--- config.mk ---
export PLATFORM = sky130hd
export DESIGN_NAME = checkbits_monitor
export DESIGN_NICKNAME = d
export VERILOG_FILES = /design/src/rtl/checkbits_monitor.sv
export SDC_FILE = /design/constraint.sdc
export NUM_CORES = 1
export LEC_CHECK = 0
export ABC_AREA = 1
export CAP_MARGIN = 5
export CORE_MARGIN = 10
export CORE_UTILIZATION = 40
export DETAILED_ROUTE_END_ITERATION = 8
export PLACE_DENSITY = 0.74
export SYNTH_ARGS = -nofsm -noshare
export SYNTH_HDL_FRONTEND = slang
export SYNTH_SLANG_ARGS = --single-unit
--- constraint.sdc ---
create_clock -name clock -period 3.8 [get_ports clock]
set_input_delay 1.14 -clock clock [delete_from_list [all_inputs] [get_ports clock]]
set_output_delay 1.14 -clock clock [all_outputs]
set_load 0.03 [all_outputs]
--- src/rtl/checkbits_monitor.sv ---
// checkbits_monitor: synchronises/debounces the DV status word and tracks per-group test progress.
// Optional build macro CHECKBITS_SEQ_CHECK_EN enforces in-order group starts and passes on the last group.
`default_nettype none

module checkbits_monitor #(
  parameter int                        WIDTH          = 16,
  parameter int                        NUM_GROUPS     = 3,
  parameter logic [8*NUM_GROUPS-1:0]   GROUP_CODES    = 24'h10_20_40,
  parameter int                        STABLE_CYCLES  = 2,
  parameter int                        TIMEOUT_CYCLES = 500000
) (
  input  logic                  clock,
  input  logic                  reset,
  input  logic                  clear,
  input  logic [WIDTH-1:0]      checkbits,
  output logic                  event_valid,
  output logic [15:0]           event_code,
  output logic [2:0]            state,
  output logic                  done,
  output logic [1:0]            err,
  output logic [2:0]            cur_group,
  output logic [NUM_GROUPS-1:0] started_mask,
  output logic [NUM_GROUPS-1:0] passed_mask
);

  typedef enum logic [2:0] {
    ST_IDLE    = 3'd0,
    ST_RUNNING = 3'd1,
    ST_PASS    = 3'd2,
    ST_FAIL    = 3'd3,
    ST_TIMEOUT = 3'd4
  } state_t;

  localparam logic [3:0]  C_STABLE    = 4'(STABLE_CYCLES);
  localparam logic [23:0] C_WDOG_LAST = 24'(TIMEOUT_CYCLES - 1);

  logic [WIDTH-1:0] r_sync1, r_sync2, r_hold, r_acc;
  logic [3:0]       r_stab;
  logic             w_same, w_accept, w_upper_ok;
  logic [3:0]       w_stab_next;
  logic [15:0]      w_word;

  // Synchroniser flops survive clear; the stability path and accepted value do not.
  always_ff @(posedge clock or posedge reset) begin
    if (reset) begin
      r_sync1 <= '0;
      r_sync2 <= '0;
      r_hold  <= '0;
      r_stab  <= '0;
      r_acc   <= '0;
    end else begin
      r_sync1 <= checkbits;
      r_sync2 <= r_sync1;
      if (clear) begin
        r_hold <= '0;
        r_stab <= '0;
        r_acc  <= '0;
      end else begin
        r_hold <= r_sync2;
        r_stab <= w_stab_next;
        if (w_accept) r_acc <= r_sync2;
      end
    end
  end

  assign w_same      = (r_sync2 == r_hold);
  assign w_stab_next = !w_same ? 4'd0 : ((r_stab == 4'hF) ? 4'hF : r_stab + 4'd1);
  assign w_accept    = w_same && (w_stab_next >= C_STABLE) && (r_sync2 != r_acc);
  assign w_word      = r_sync2[15:0];

  generate
    if (WIDTH > 16) begin : g_upper
      assign w_upper_ok = ~|r_sync2[WIDTH-1:16];
    end else begin : g_no_upper
      assign w_upper_ok = 1'b1;
    end
  endgenerate

  logic                  w_start_hit, w_res_hit;
  logic [2:0]            w_start_g, w_res_g;
  logic [NUM_GROUPS-1:0] w_start_oh, w_res_oh;

  always_comb begin
    w_start_hit = 1'b0;
    w_res_hit   = 1'b0;
    w_start_g   = 3'd0;
    w_res_g     = 3'd0;
    for (int g = 0; g < NUM_GROUPS; g++) begin
      if (w_upper_ok && w_word[15:8] == 8'hA0 && w_word[7:0] == GROUP_CODES[8*g +: 8]) begin
        w_start_hit = 1'b1;
        w_start_g   = 3'(g);
      end
      if (w_upper_ok && w_word[15:8] == 8'hAB && {w_word[7:1], 1'b0} == GROUP_CODES[8*g +: 8]) begin
        w_res_hit = 1'b1;
        w_res_g   = 3'(g);
      end
    end
  end

  assign w_start_oh = NUM_GROUPS'(1) << w_start_g;
  assign w_res_oh   = NUM_GROUPS'(1) << w_res_g;

  state_t                r_state, w_state_n;
  logic [1:0]            r_err, w_err_n;
  logic [2:0]            r_cur, w_cur_n;
  logic [NUM_GROUPS-1:0] r_started, w_started_n, r_passed, w_passed_n;
  logic [23:0]           r_wdog, w_wdog_n;
  logic                  r_evt;
  logic [15:0]           r_code;
  logic                  w_order_bad, w_complete;

`ifdef CHECKBITS_SEQ_CHECK_EN
  logic [3:0] w_pass_cnt;
  always_comb begin
    w_pass_cnt = 4'd0;
    for (int g = 0; g < NUM_GROUPS; g++) w_pass_cnt = w_pass_cnt + 4'(r_passed[g]);
  end
  assign w_order_bad = ({1'b0, w_start_g} != w_pass_cnt);
  assign w_complete  = (w_res_g == 3'(NUM_GROUPS - 1));
`else
  assign w_order_bad = 1'b0;
  assign w_complete  = &w_passed_n;
`endif

  always_ff @(posedge clock or posedge reset) begin
    if (reset) begin
      r_state   <= ST_IDLE;
      r_err     <= '0;
      r_cur     <= '0;
      r_started <= '0;
      r_passed  <= '0;
      r_wdog    <= '0;
      r_evt     <= 1'b0;
      r_code    <= '0;
    end else if (clear) begin
      r_state   <= ST_IDLE;
      r_err     <= '0;
      r_cur     <= '0;
      r_started <= '0;
      r_passed  <= '0;
      r_wdog    <= '0;
      r_evt     <= 1'b0;
      r_code    <= '0;
    end else begin
      r_state   <= w_state_n;
      r_err     <= w_err_n;
      r_cur     <= w_cur_n;
      r_started <= w_started_n;
      r_passed  <= w_passed_n;
      r_wdog    <= w_wdog_n;
      r_evt     <= w_accept;
      if (w_accept) r_code <= w_word;
    end
  end

  always_comb begin
    w_state_n   = r_state;
    w_err_n     = r_err;
    w_cur_n     = r_cur;
    w_started_n = r_started;
    w_passed_n  = r_passed;
    w_wdog_n    = r_wdog;
    if (r_state == ST_IDLE || r_state == ST_RUNNING) begin
      if (w_accept && w_start_hit) begin
        if (r_state == ST_RUNNING || (r_started & w_start_oh) != '0 || w_order_bad) begin
          w_state_n = ST_FAIL;
          w_err_n   = 2'd3;
        end else begin
          w_started_n = r_started | w_start_oh;
          w_cur_n     = w_start_g;
          w_state_n   = ST_RUNNING;
        end
      end else if (w_accept && w_res_hit) begin
        if (r_state == ST_IDLE || w_res_g != r_cur) begin
          w_state_n = ST_FAIL;
          w_err_n   = 2'd2;
        end else if (!w_word[0]) begin
          w_state_n = ST_FAIL;
          w_err_n   = 2'd1;
        end else begin
          w_passed_n = r_passed | w_res_oh;
          w_state_n  = w_complete ? ST_PASS : ST_IDLE;
        end
      end
      // An event resolving to PASS/FAIL on the expiry cycle takes precedence.
      if (r_wdog == C_WDOG_LAST) begin
        if (w_state_n != ST_PASS && w_state_n != ST_FAIL) begin
          w_state_n = ST_TIMEOUT;
          w_err_n   = 2'd0;
        end
      end else begin
        w_wdog_n = r_wdog + 24'd1;
      end
    end
  end

  assign event_valid  = r_evt;
  assign event_code   = r_code;
  assign state        = r_state;
  assign done         = (r_state == ST_PASS) || (r_state == ST_FAIL) || (r_state == ST_TIMEOUT);
  assign err          = r_err;
  assign cur_group    = r_cur;
  assign started_mask = r_started;
  assign passed_mask  = r_passed;

endmodule

`default_nettype wire
======== Yosys cells after proc, flatten, opt, wreduce, memory -nomap -nowiden ========
Cells that the tools add are included.
operators by class
  multiplexer cells ....................... 54
  add/sub/neg operators ................... 2
  magnitude comparators ................... 1
  bitwise gates (word level) .............. 3
  shifts and indexed selects .............. 2
  equal/unequal tests ..................... 21
  reduce and logical (&&, ||, !) cells .... 24
operators with widths
  cell                   count
  $mux 24                3
  $mux 3                 23
  $mux 16                3
  $mux 2                 13
  $add 24x1->24 const B  1
  $eq 24x19->1 const B   1
  $eq 16x16->1           1
  $eq 8x8->1 const B     2
  $ne 16x16->1           1
  $mux 4                 3
  $logic_and 1x1->1      11
  $mux 1                 9
  $eq 8x5->1 const B     1
  $eq 8x6->1 const B     1
  $eq 8x7->1 const B     1
  $eq 7x4->1 const B     1
  $eq 7x5->1 const B     1
  $eq 7x6->1 const B     1
  $eq 3x2->1 const B     2
  $ne 3x2->1 const B     2
  $or 3x3->3             2
  $reduce_and 3->1       2
  $reduce_bool 2->1      3
  $shl 1x3->3 const A    2
  other kinds (12)       17
word-level totals
  bits in registers ....................... 107
  output and inout bits ................... 32
  word-level logic and storage cells ...... 119
  bits of input ports ..................... 19

======== Longest topological paths before layout ========
Gate-level depths: netlist (run 1).
  depth in word-level cells ............... 24
  depth in mapped cells ................... 21
  depth with buffers taken out ............ 21

======== Worst setup path after synthesis (run 1) ========
No wires, ideal clock.
  path type ............................... reg2out
  start point ............................. register r_state[2], in the netlist state[2]
  end point ............................... output done
  path slack .............................. 1428 ps
  buffers on the path ..................... 0
  data required time ...................... 2660 ps
  arrival ................................. 1232 ps
  stages on the path, launching flop included .. 3
  cell sequence ........................... dfrtp_1 -> nor2_2 -> a21oi_1
between the ends
  cells in the longest elaborated chain, start to end .. 3
  elaborated cells between the ends (all ways) .. 5
  those cells by class .................... eq/ne (3); reduce/logical (2)
ends and longest elaborated chain
  what                      line  text
  start: declaration        103   state_t r_state, w_state_n;
  start signal: assignment  145   r_state <= w_state_n;
  $eq 3x2->1                200   assign done = (r_state == ST_PASS) || (r_state == ST_FAIL) || (r_state == ST_TIMEOUT);
  $logic_or 1x1->1          200
  $logic_or 1x1->1 (*)      200
  end: declaration          19    output logic done,
Every way passes the cells marked *; elsewhere a longest branch is shown, timed or not.

======== Worst setup path in the final report (run 1) ========
Ends and elaborated chain as after synthesis.

==> run_results.csv, run 1 <==
group,metric,value,unit
synthesis,avgSynthCellArea,8.19,um^2
worst_hold_path,worst_hold_path_ep,"r_sync2[12]",
detailed_routing,routedWlPerCell,13.7,um
detailed_routing,drt_drc_violations_left,0,
sta,layout_worst_path_cycle_share,79.3,%
clock_tree,postCtsSetupBuffers,0,
place,dp_cells,821,
detailed_routing,drt_first_iter_violations,364,
pwr,power.density_cell_area,365,mW/mm^2
worst_setup_path,worst_reg_to_reg_path_cell_count,13,
place,gpl.final_weighted_congestion,0.881,
detailed_routing,wirelength,11400,um
sta,setup_total_negative_slack,0,ps
sta,max_clock_freq,0.332,GHz
clock_tree,cts.reportedPaths.clkPinSlew,70,ps
layout,nNetsFinal,685,
worst_setup_path,worstSetupPathType,"register to output pin",
worst_setup_path,worst_ep_arrival_time,1870,ps
sta,finalSetupViolCount,0,
global_routing,globalRouteTotalUtil,13.5,%
synthesis,synth_enable_flop_cells,0,
synthesis,ys_top_cells_by_area,"sky130_fd_sc_hd__dfrtp_1 (53%), sky130_fd_sc_hd__nand2_1 (11%), sky130_fd_sc_hd__inv_1 (6.3%)",
synthesis,synth-seq-area-share,53.2,%
synthesis,postSynth.asyncResetShare,100,%
sta,final.min_clock_period,3010,ps
clock_tree,cts.path.max_buffers,2,
synthesis,synth_cell_type_count,34,
worst_hold_path,hold_path.startpoint,"r_sync1[12]",
sta,unrepaired_setup_endpoints_after_global_routing,"no",
sta,hold_viol,0,
layout,num_antenna_cells,0,
pwr,post_layout_power,2.18,mW
sta,worstMarginPinSlew,652,ps
detailed_routing,vias,4174,
sta,maxSlewHeadroom,56.4,%
global_routing,grt_max_degree,45,
clock_tree,ctsHoldBuffers,0,
global_routing,antenna_found_initial,0,
clock_tree,tritoncts,"yes",
worst_setup_path,worst_setup_path_end_kind,"output pin",
worst_setup_path,worst_ep_required_time,2660,ps
synthesis,syn-instance-count,609,
sta,hold_ws,349,ps
global_routing,global_route.overflow_total,0,
floorplanning,design.die.area,0.0173,mm^2
layout,sequential_cell_area,0.00265,mm^2
run,drv.max_cap_violation_count,0,
synthesis,ys_dominant_reg_cell,"sky130_fd_sc_hd__dfrtp_1",
status,outcome,"finished, final reports clean",
floorplanning,dieHeight,132,um
clock_tree,skew_pair_late_insertion_delay,360,ps
sta,drv_slew,0,
worst_setup_path,path_max_fanout,9,
worst_setup_path,r2r_endpoint,"r_wdog[19]",
synthesis,syn-num-nets,630,
place,hpwlAfterDp,8370,um
detailed_routing,detail-route-antenna-nets,0,
worst_hold_path,hold_path.class,"register to register",
worst_setup_path,crit_start,"state[2]",
pwr,p_leak,2.69,nW
synthesis,yosys_warnings,0,
global_routing,number_of_global_route_vias_before_repair,4125,
layout,multiInputGateArea,0.00192,mm^2
layout,syn_to_final_growth,19.7,%
sta,finClkSkew,10.3,ps
floorplanning,design.core.area,0.0121,mm^2
clock_tree,clock_sinks,106,
pwr,ir_worst_vdd,0.191,mV
clock_tree,ctsHtreeMaxLevel,3,
detailed_routing,detail_route.first_pass.iterations,5,
floorplanning,design.portCount,51,
layout,layout.filler_cells,1140,
worst_hold_path,timing.hold.worst_path_depth,0,
synthesis,mappedNetlistArea,0.00498,mm^2
floorplanning,die_w,132,um
worst_setup_path,setup.worst_path.start_class,"register",
synthesis,yosys.area.top_type,"sky130_fd_sc_hd__dfrtp_1",
layout,drive_gt1_share,8.55,%
place,io_buffer_count,49,
floorplanning,start_util,41.2,%
clock_tree,clockRootBuffer,"sky130_fd_sc_hd__clkbuf_16",
floorplanning,floorplan.rows,40,
synthesis,netlist.area_leader.share,53.2,%
worst_setup_path,setup.reg_to_reg.worst_slack,1030,ps
worst_setup_path,rr_startpoint,"r_wdog[0]",
synthesis,yosys_register_bits,106,
global_routing,grt_pass1_wl,19600,um
layout,layoutNonFillerInstCount,835,
detailed_routing,average_vias_per_placed_instance,5.00,
clock_tree,cts_buffers,9,
clock_tree,cts_resized,0,
-- worst max-delay path by stage --
stage | cells past startpoint | endpoint
after floorplan | 1 | cur_group[0]
after global routing | 13 | r_wdog[19]
after global placement | 5 | event_code[15]
final | 3 | done
after detailed placement | 5 | event_code[15]
after CTS | 3 | done
-- registers in the layout, summed over array words and instances (netlist names) --
| name | count |
|---|---|
| r_wdog | 24 |
| event_valid | 1 |
| event_code | 16 |
| state | 3 |
| r_hold | 16 |
| r_stab | 4 |
| err | 2 |
| started_mask | 3 |
| r_sync1 | 16 |
| cur_group | 2 |
| r_sync2 | 16 |
| passed_mask | 3 |
-- logic make-up (layout without fill, tap and decap cells) --
family	after synthesis	in the layout	synth area share [%]
simple gates	305	305	28.1
buf+inv	108	166	8.21
flops	106	106	53.2
compound gates	85	85	9.56
fa+ha+maj	2	2	0.502
xor+xnor	2	2	0.351
other cells	1	1	0.0752
-- power breakdown --
part           switching, mW  internal (mW)  total, mW
Clock                  0.397          0.438      0.835
Combinational          0.103         0.0570      0.160
Sequential            0.0242           1.16       1.18
Total                  0.525           1.65       2.18
-- cell type report --
| type | instances | share of cell area (%) |
|---|---|---|
| Inverter | 99 | 6.29 |
| Tap cell | 168 | 3.52 |
| Timing Repair Buffer | 53 | 9.14 |
| Clock inverter | 4 | 0.524 |
| Sequential cell | 106 | 44.5 |
| Clock buffer | 10 | 3.84 |
| Multi-Input combinational cell | 395 | 32.2 |
-- synth_stat cells (7+ instances only) --
| master | number |
|---|---|
| sky130_fd_sc_hd__nor2_1 | 62 |
| sky130_fd_sc_hd__o21ai_0 | 26 |
| sky130_fd_sc_hd__nand3_1 | 32 |
| sky130_fd_sc_hd__nand2_1 | 145 |
| sky130_fd_sc_hd__o22ai_1 | 16 |
| sky130_fd_sc_hd__nand2_2 | 7 |
| sky130_fd_sc_hd__nand4_1 | 18 |
| sky130_fd_sc_hd__inv_1 | 83 |
| sky130_fd_sc_hd__dfrtp_1 | 106 |
| sky130_fd_sc_hd__inv_2 | 16 |
| sky130_fd_sc_hd__a21oi_1 | 29 |
| sky130_fd_sc_hd__nor3_1 | 15 |
-- layout by cell type, fill, tap and decap left out --
cell and count:
sky130_fd_sc_hd__nor2_2 5, sky130_fd_sc_hd__inv_2 16, sky130_fd_sc_hd__nand2_1 145, sky130_fd_sc_hd__nor2_1 62, sky130_fd_sc_hd__clkdlybuf4s50_1 49, sky130_fd_sc_hd__inv_1 82
sky130_fd_sc_hd__dfrtp_1 106, sky130_fd_sc_hd__xor2_1 2, sky130_fd_sc_hd__clkbuf_1 1, sky130_fd_sc_hd__o21a_1 2, sky130_fd_sc_hd__nand3_1 32, sky130_fd_sc_hd__o21bai_2 1
sky130_fd_sc_hd__and3_1 1, sky130_fd_sc_hd__nand2_2 7, sky130_fd_sc_hd__nand4_1 18, sky130_fd_sc_hd__a21oi_1 29, sky130_fd_sc_hd__a31oi_1 3, sky130_fd_sc_hd__clkbuf_16 9
sky130_fd_sc_hd__o31a_1 1, sky130_fd_sc_hd__clkinvlp_4 4, sky130_fd_sc_hd__o22ai_1 16, sky130_fd_sc_hd__nand4_2 2, sky130_fd_sc_hd__clkinv_4 1, sky130_fd_sc_hd__buf_4 2
sky130_fd_sc_hd__nor3_4 1, sky130_fd_sc_hd__ha_1 2, sky130_fd_sc_hd__nand3_2 3, sky130_fd_sc_hd__conb_1 1, sky130_fd_sc_hd__nor3_1 15, sky130_fd_sc_hd__nor2_4 3
sky130_fd_sc_hd__o21ai_0 26, sky130_fd_sc_hd__nor4_4 1, sky130_fd_sc_hd__o211ai_1 3, sky130_fd_sc_hd__buf_12 2, sky130_fd_sc_hd__nor4_1 6, sky130_fd_sc_hd__nand3b_1 4
sky130_fd_sc_hd__o31ai_1 2, sky130_fd_sc_hd__o21ai_1 2
-- worst max-delay path, stage by stage (launching register included) --
cell and delay [ps]:
sky130_fd_sc_hd__dfrtp_1 460, sky130_fd_sc_hd__nor2_2 360, sky130_fd_sc_hd__a21oi_1 80, sky130_fd_sc_hd__clkdlybuf4s50_1 620
-- routing by layer --
| layer | global-route usage (%) | routed length (um) | vias to the layer above |
|---|---|---|---|
| li1 | - | - | 2078 |
| met1 | 17.3 | 5350 | 1970 |
| met2 | 21.5 | 5360 | 109 |
| met3 | 2.48 | 473 | 17 |
| met4 | 6.49 | 241 | 0 |
| met5 | 0 | 0 | - |
-- through the flow --
stage	util [%]	area (um^2)	setup slack (ps)
2_1_floorplan	-	4990	1390
3_3_place_gp	47.1	5710	843
3_5_place_dp	47.1	5710	774
4_1_cts	49.3	5970	773
5_1_grt	49.3	5970	632
6_report	49.3	5970	787
Note: power is estimated with default switching activity, not from simulation.
==> run 2, diff against run 1 <==
- clock period: 3.8 -> 2.7 ns (I/O delays scaled with it)
==> run 2 against run 1 <==
Effect of this change: final cell count up 0.84%; critical path type unchanged; sequential power up 42%; via count up 1.8%; critical path depth up 1.
==> run_results.csv, run 2 (synthesized netlist as in run 1, its figures left out) <==
group,metric,value,unit
detailed_routing,detail-route-antenna-nets,0,
clock_tree,clock_sinks,106,
place,hpwlAfterDp,8520,um
layout,most-common-layout-cells,"sky130_fd_sc_hd__nand2_1 (145), sky130_fd_sc_hd__dfrtp_1 (105), sky130_fd_sc_hd__inv_1 (82)",
detailed_routing,detail_route.first_pass.iterations,5,
place,preCtsSetupSlack,148,ps
floorplanning,dieHeight,132,um
worst_setup_path,worst_ep_required_time,1890,ps
pwr,p_leak,2.74,nW
layout,largest_reg_flops,24,
worst_hold_path,hold_path.class,"register to register",
clock_tree,ctsHtreeMaxLevel,3,
worst_setup_path,worst_setup_path_end_kind,"output pin",
run,drv.max_cap_violation_count,0,
sta,drv_slew,0,
detailed_routing,drt_first_iter_violations,403,
floorplanning,start_util,41.2,%
worst_setup_path,setup.reg_to_reg.worst_slack,260,ps
worst_setup_path,crit_start,"state[0]",
clock_tree,skew_pair_late_insertion_delay,360,ps
layout,final_cell_area,0.00607,mm^2
layout,drive_gt1_share,10.5,%
global_routing,grt_max_degree,54,
clock_tree,postCtsSetupBuffers,0,
worst_setup_path,worstSetupPathType,"register to output pin",
worst_setup_path,worst_reg_to_reg_path_cell_count,20,
global_routing,global_route.overflow_total,0,
clock_tree,cts_resized,0,
pwr,post_layout_power,3.16,mW
detailed_routing,wirelength,11400,um
clock_tree,ctsHoldBuffers,0,
sta,max_clock_freq,0.382,GHz
worst_setup_path,path_max_fanout,4,
global_routing,grt_pass1_wl,19700,um
sta,finalSetupViolCount,0,
global_routing,number_of_global_route_vias_before_repair,4241,
worst_hold_path,hold_path.startpoint,"r_sync1[3]",
worst_hold_path,worst_hold_path_ep,"r_sync2[3]",
place,io_buffer_count,49,
worst_setup_path,r2r_endpoint,"err[0]",
sta,hold_viol,0,
floorplanning,die_w,132,um
clock_tree,cts_buffers,9,
layout,top_register,"r_wdog",
sta,finClkSkew,9.98,ps
sta,layout_worst_path_cycle_share,96.9,%
sta,setup_total_negative_slack,0,ps
clock_tree,cts.path.max_buffers,2,
sta,unrepaired_setup_endpoints_after_global_routing,"yes",
clock_tree,cts.reportedPaths.clkPinSlew,70,ps
sta,worstMarginPinSlew,638,ps
floorplanning,design.core.area,0.0121,mm^2
place,placedInstanceArea,0.00575,mm^2
pwr,ir_worst_vdd,0.344,mV
sta,maxSlewHeadroom,57.4,%
layout,num_antenna_cells,0,
layout,syn_to_final_growth,21.7,%
sta,final.min_clock_period,2620,ps
worst_setup_path,rr_startpoint,"r_sync2[4]",
place,gpl.final_weighted_congestion,0.917,
layout,nNetsFinal,691,
floorplanning,design.die.area,0.0173,mm^2
status,outcome,"finished, final reports clean",
detailed_routing,average_vias_per_placed_instance,5.05,
floorplanning,floorplan.rows,40,
global_routing,globalRouteTotalUtil,13.5,%
worst_setup_path,setup.worst_path.start_class,"register",
detailed_routing,vias,4249,
layout,mostFrequentLayoutCell,"sky130_fd_sc_hd__nand2_1",
detailed_routing,routedWlPerCell,13.6,um
clock_tree,clockRootBuffer,"sky130_fd_sc_hd__clkbuf_16",
worst_setup_path,worst_ep_arrival_time,1810,ps
detailed_routing,drt_drc_violations_left,0,
pwr,power.density_cell_area,521,mW/mm^2
global_routing,antenna_found_initial,0,
floorplanning,design.portCount,51,
sta,setup_slack,83.9,ps
worst_hold_path,timing.hold.worst_path_depth,0,
clock_tree,tritoncts,"yes",
==> run 2: area by class of cell <==
cell class	count	area, um^2
fill	1142	6040
sequential	106	2650
multi-input combinational	395	1960
timing repair buffer	59	591
inverter	99	375
clock buffer	9	225
tap	168	210
clock inverter	6	56.3
==> run 2: how the worst max path moves through the flow <==
| stage | end | slack, ps | cells after the start |
|---|---|---|---|
| floorplan | r_wdog[19] | 510 | 10 |
| global placement | r_wdog[19] | 170 | 8 |
| detailed placement | r_wdog[19] | 150 | 8 |
| CTS | done | 70 | 4 |
| global route | err[0] | -4 | 20 |
| finish | done | 80 | 4 |
==> run 2: routing by layer <==
metal | vias to the layer above | share of wire, % | track usage (%)
li1 | 2100 | - | -
met2 | 132 | 47 | 21.3
met4 | 0 | 2.7 | 7.29
met3 | 22 | 6.0 | 3.28
met1 | 1995 | 45 | 16.8
met5 | - | 0 | 0
==> run 2: stage by stage <==
step	instances	util [%]	hold slack (ps)
finish	842	50.1	350
global route	842	50.1	357
CTS	842	49.8	351
detailed placement	827	47.5	335
global placement	827	47.5	332
floorplan	609	-	331
==> run 2: worst max-delay path, cell delays in order (launching register included) <==
cell	delay (ps)
sky130_fd_sc_hd__dfrtp_1	440
sky130_fd_sc_hd__inv_1	100
sky130_fd_sc_hd__nand2_1	70
sky130_fd_sc_hd__a21oi_1	150
sky130_fd_sc_hd__clkdlybuf4s50_1	700
==> run 2: power by group <==
| group | switching (mW) | total, mW | leakage [nW] | internal [mW] |
|---|---|---|---|---|
| clock network | 0.617 | 1.26 | 0.136 | 0.642 |
| registers | 0.0353 | 1.67 | 1.39 | 1.63 |
| logic | 0.149 | 0.235 | 1.22 | 0.0860 |
| total | 0.801 | 3.16 | 2.74 | 2.36 |
==> run 3, diff against run 2 <==
- PLACE_DENSITY: 0.74 -> 0.69
==> run 3 against run 2 <==
Effect of this change: fmax rose by 8.7%; clock power up 5%; critical path depth grew 16; non-clock buffer count grew 11; hold slack lost 1.6 ps; first-iteration DRC count fell by 15%; critical endpoint is now err[0]; largest cell class unchanged.
==> run_results.csv, run 3 (synthesized netlist as in run 1, its figures left out) <==
group,metric,value,unit
status,outcome,"finished, final reports clean",
worst_setup_path,worst_reg_to_reg_path_cell_count,20,
detailed_routing,wl_met1,5280,um
layout,layoutNonFillerInstCount,854,
place,io_buffer_count,49,
worst_hold_path,worst_hold_path_ep,"r_sync2[3]",
worst_hold_path,hold_path.class,"register to register",
clock_tree,clockRootBuffer,"sky130_fd_sc_hd__clkbuf_16",
sta,setup_slack,293,ps
clock_tree,cts.path.max_buffers,2,
global_routing,globalRouteTotalUtil,14.2,%
detailed_routing,routedWlPerCell,14.1,um
worst_setup_path,worst_setup_path_end_kind,"register",
floorplanning,die_w,132,um
sta,final.min_clock_period,2410,ps
pwr,power.density_cell_area,522,mW/mm^2
sta,layout_worst_path_cycle_share,89.2,%
pwr,ir_worst_vdd,0.290,mV
sta,hold_ws,348,ps
sta,drv_slew,0,
detailed_routing,drt_first_iter_violations,342,
clock_tree,cts_buffers,9,
detailed_routing,detail-route-antenna-nets,0,
worst_setup_path,setup.reg_to_reg.worst_slack,290,ps
global_routing,global_route.overflow_total,0,
clock_tree,skew_pair_late_insertion_delay,360,ps
worst_setup_path,setup.worst_path.start_class,"register",
worst_setup_path,rr_startpoint,"r_stab[0]",
worst_setup_path,worst_ep_required_time,3000,ps
layout,final_core_density,51.0,%
place,preCtsSetupSlack,157,ps
layout,syn_to_final_growth,23.9,%
pwr,post_layout_power,3.22,mW
place,placedInstanceArea,0.00576,mm^2
pwr,p_leak,2.83,nW
clock_tree,tritoncts,"yes",
worst_hold_path,hold_path.startpoint,"r_sync1[3]",
clock_tree,ctsHtreeMaxLevel,3,
detailed_routing,drt_drc_violations_left,0,
floorplanning,design.die.area,0.0173,mm^2
layout,mostFrequentLayoutCell,"sky130_fd_sc_hd__nand2_1",
worst_setup_path,path_max_fanout,4,
layout,nNetsFinal,702,
global_routing,grt_max_degree,65,
detailed_routing,vias,4271,
floorplanning,start_util,41.2,%
layout,sequential_cell_area,0.00266,mm^2
clock_tree,clock_sinks,106,
layout,layout.filler_cells,1147,
sta,unrepaired_setup_endpoints_after_global_routing,"yes",
run,drv.max_cap_violation_count,0,
detailed_routing,uppermost_layer_routed,"met4",
worst_setup_path,worstSetupPathType,"register to register",
global_routing,grt_pass1_wl,20600,um
place,dp_cells,830,
layout,top_register,"r_wdog",
sta,finClkSkew,9.65,ps
global_routing,number_of_global_route_vias_before_repair,4293,
detailed_routing,met2_wirelength,5940,um
worst_setup_path,r2r_endpoint,"err[0]",
sta,setup_total_negative_slack,0,ps
layout,most-common-layout-cells,"sky130_fd_sc_hd__nand2_1 (145), sky130_fd_sc_hd__dfrtp_1 (102), sky130_fd_sc_hd__inv_1 (82)",
place,hpwlAfterDp,8790,um
layout,drive_gt1_share,12.7,%
layout,multiInputGateArea,0.00196,mm^2
worst_setup_path,worst_ep_arrival_time,2710,ps
detailed_routing,detail_route.first_pass.iterations,7,
floorplanning,dieHeight,132,um
layout,num_antenna_cells,0,
layout,largest_reg_flops,24,
detailed_routing,average_vias_per_placed_instance,5.00,
place,gpl.final_weighted_congestion,0.938,
clock_tree,cts.reportedPaths.clkPinSlew,80,ps
sta,max_clock_freq,0.415,GHz
global_routing,antenna_found_initial,0,
detailed_routing,wirelength,12000,um
floorplanning,design.portCount,51,
floorplanning,design.core.area,0.0121,mm^2
detailed_routing,detailroute.wirelength.met3,559,um
layout,final_cell_area,0.00617,mm^2
worst_hold_path,timing.hold.worst_path_depth,0,
sta,hold_viol,0,
floorplanning,floorplan.rows,40,
sta,finalSetupViolCount,0,
-- run 3: changes by cell type in the layout (fill, tap and decap cells not counted), moves of 2 or more --
cell	previous run	this run
sky130_fd_sc_hd__nor4_2	2	0
sky130_fd_sc_hd__dfrtp_1	105	102
sky130_fd_sc_hd__inv_6	2	0
sky130_fd_sc_hd__dfrtp_2	1	4
sky130_fd_sc_hd__nor4_1	4	6
sky130_fd_sc_hd__buf_4	8	20
sky130_fd_sc_hd__clkinv_8	0	2
-- run 3: report_power, final --
group	leakage (nW)	internal, mW	total, mW	switching, mW
sequential	1.38	1.63	1.66	0.0341
combinational	1.30	0.0907	0.243	0.153
clock	0.147	0.662	1.32	0.655
total	2.83	2.38	3.22	0.841
-- run 3: area by class of cell --
type                       instances  share of cell area [%]
clock buffer                       9                    3.65
clock inverter                     7                    1.34
inverter                          99                    6.08
multi-input combinational        395                    31.8
sequential                       106                    43.0
tap                              168                    3.40
timing repair buffer              70                    10.7
-- run 3: layer usage --
layer / track usage [%] / up-vias
li1: - / 2113
met1: 17.1 / 2056
met2: 24.1 / 87
met3: 3.24 / 15
met4: 5.81 / 0
met5: 0 / -
-- run 3: timing repair --
action | 4_1_cts | 5_1_grt
hold buffers | 0 | 0
buffers inserted | 0 | 8
setup endpoints to repair | 0 | 7
gates resized for setup | 0 | 14
-- run 3: worst max path at each step --
| stage | from | endpoint | slack [ps] | cells past startpoint |
|---|---|---|---|---|
| 4_1_cts | state[2] | done | 50 | 3 |
| 2_1_floorplan | state[2] | r_wdog[19] | 510 | 10 |
| 3_3_place_gp | r_sync2[0] | cur_group[1] | 240 | 12 |
| 5_1_grt | r_stab[0] | state[0] | 0.03 | 20 |
| 6_report | r_stab[0] | err[0] | 290 | 20 |
| 3_5_place_dp | clear | r_wdog[19] | 160 | 8 |
-- run 3: worst max-delay path, cell delays in order (launching register included) --
cell,delay [ps]
sky130_fd_sc_hd__dfrtp_1,410
sky130_fd_sc_hd__ha_1,210
sky130_fd_sc_hd__nand2_1,70
sky130_fd_sc_hd__inv_1,60
sky130_fd_sc_hd__o21ai_0,220
sky130_fd_sc_hd__nand2_1,90
sky130_fd_sc_hd__o211ai_1,210
sky130_fd_sc_hd__nand2_2,130
sky130_fd_sc_hd__nand3_2,130
sky130_fd_sc_hd__nand2_1,70
sky130_fd_sc_hd__inv_1,70
sky130_fd_sc_hd__nand2_1,70
sky130_fd_sc_hd__nand2_1,80
sky130_fd_sc_hd__nand3_1,70
sky130_fd_sc_hd__nand2_1,60
sky130_fd_sc_hd__nand2_1,40
sky130_fd_sc_hd__nand2_1,70
sky130_fd_sc_hd__nand2_1,60
sky130_fd_sc_hd__nand2_2,90
sky130_fd_sc_hd__nand3_1,70
sky130_fd_sc_hd__nand2_1,70
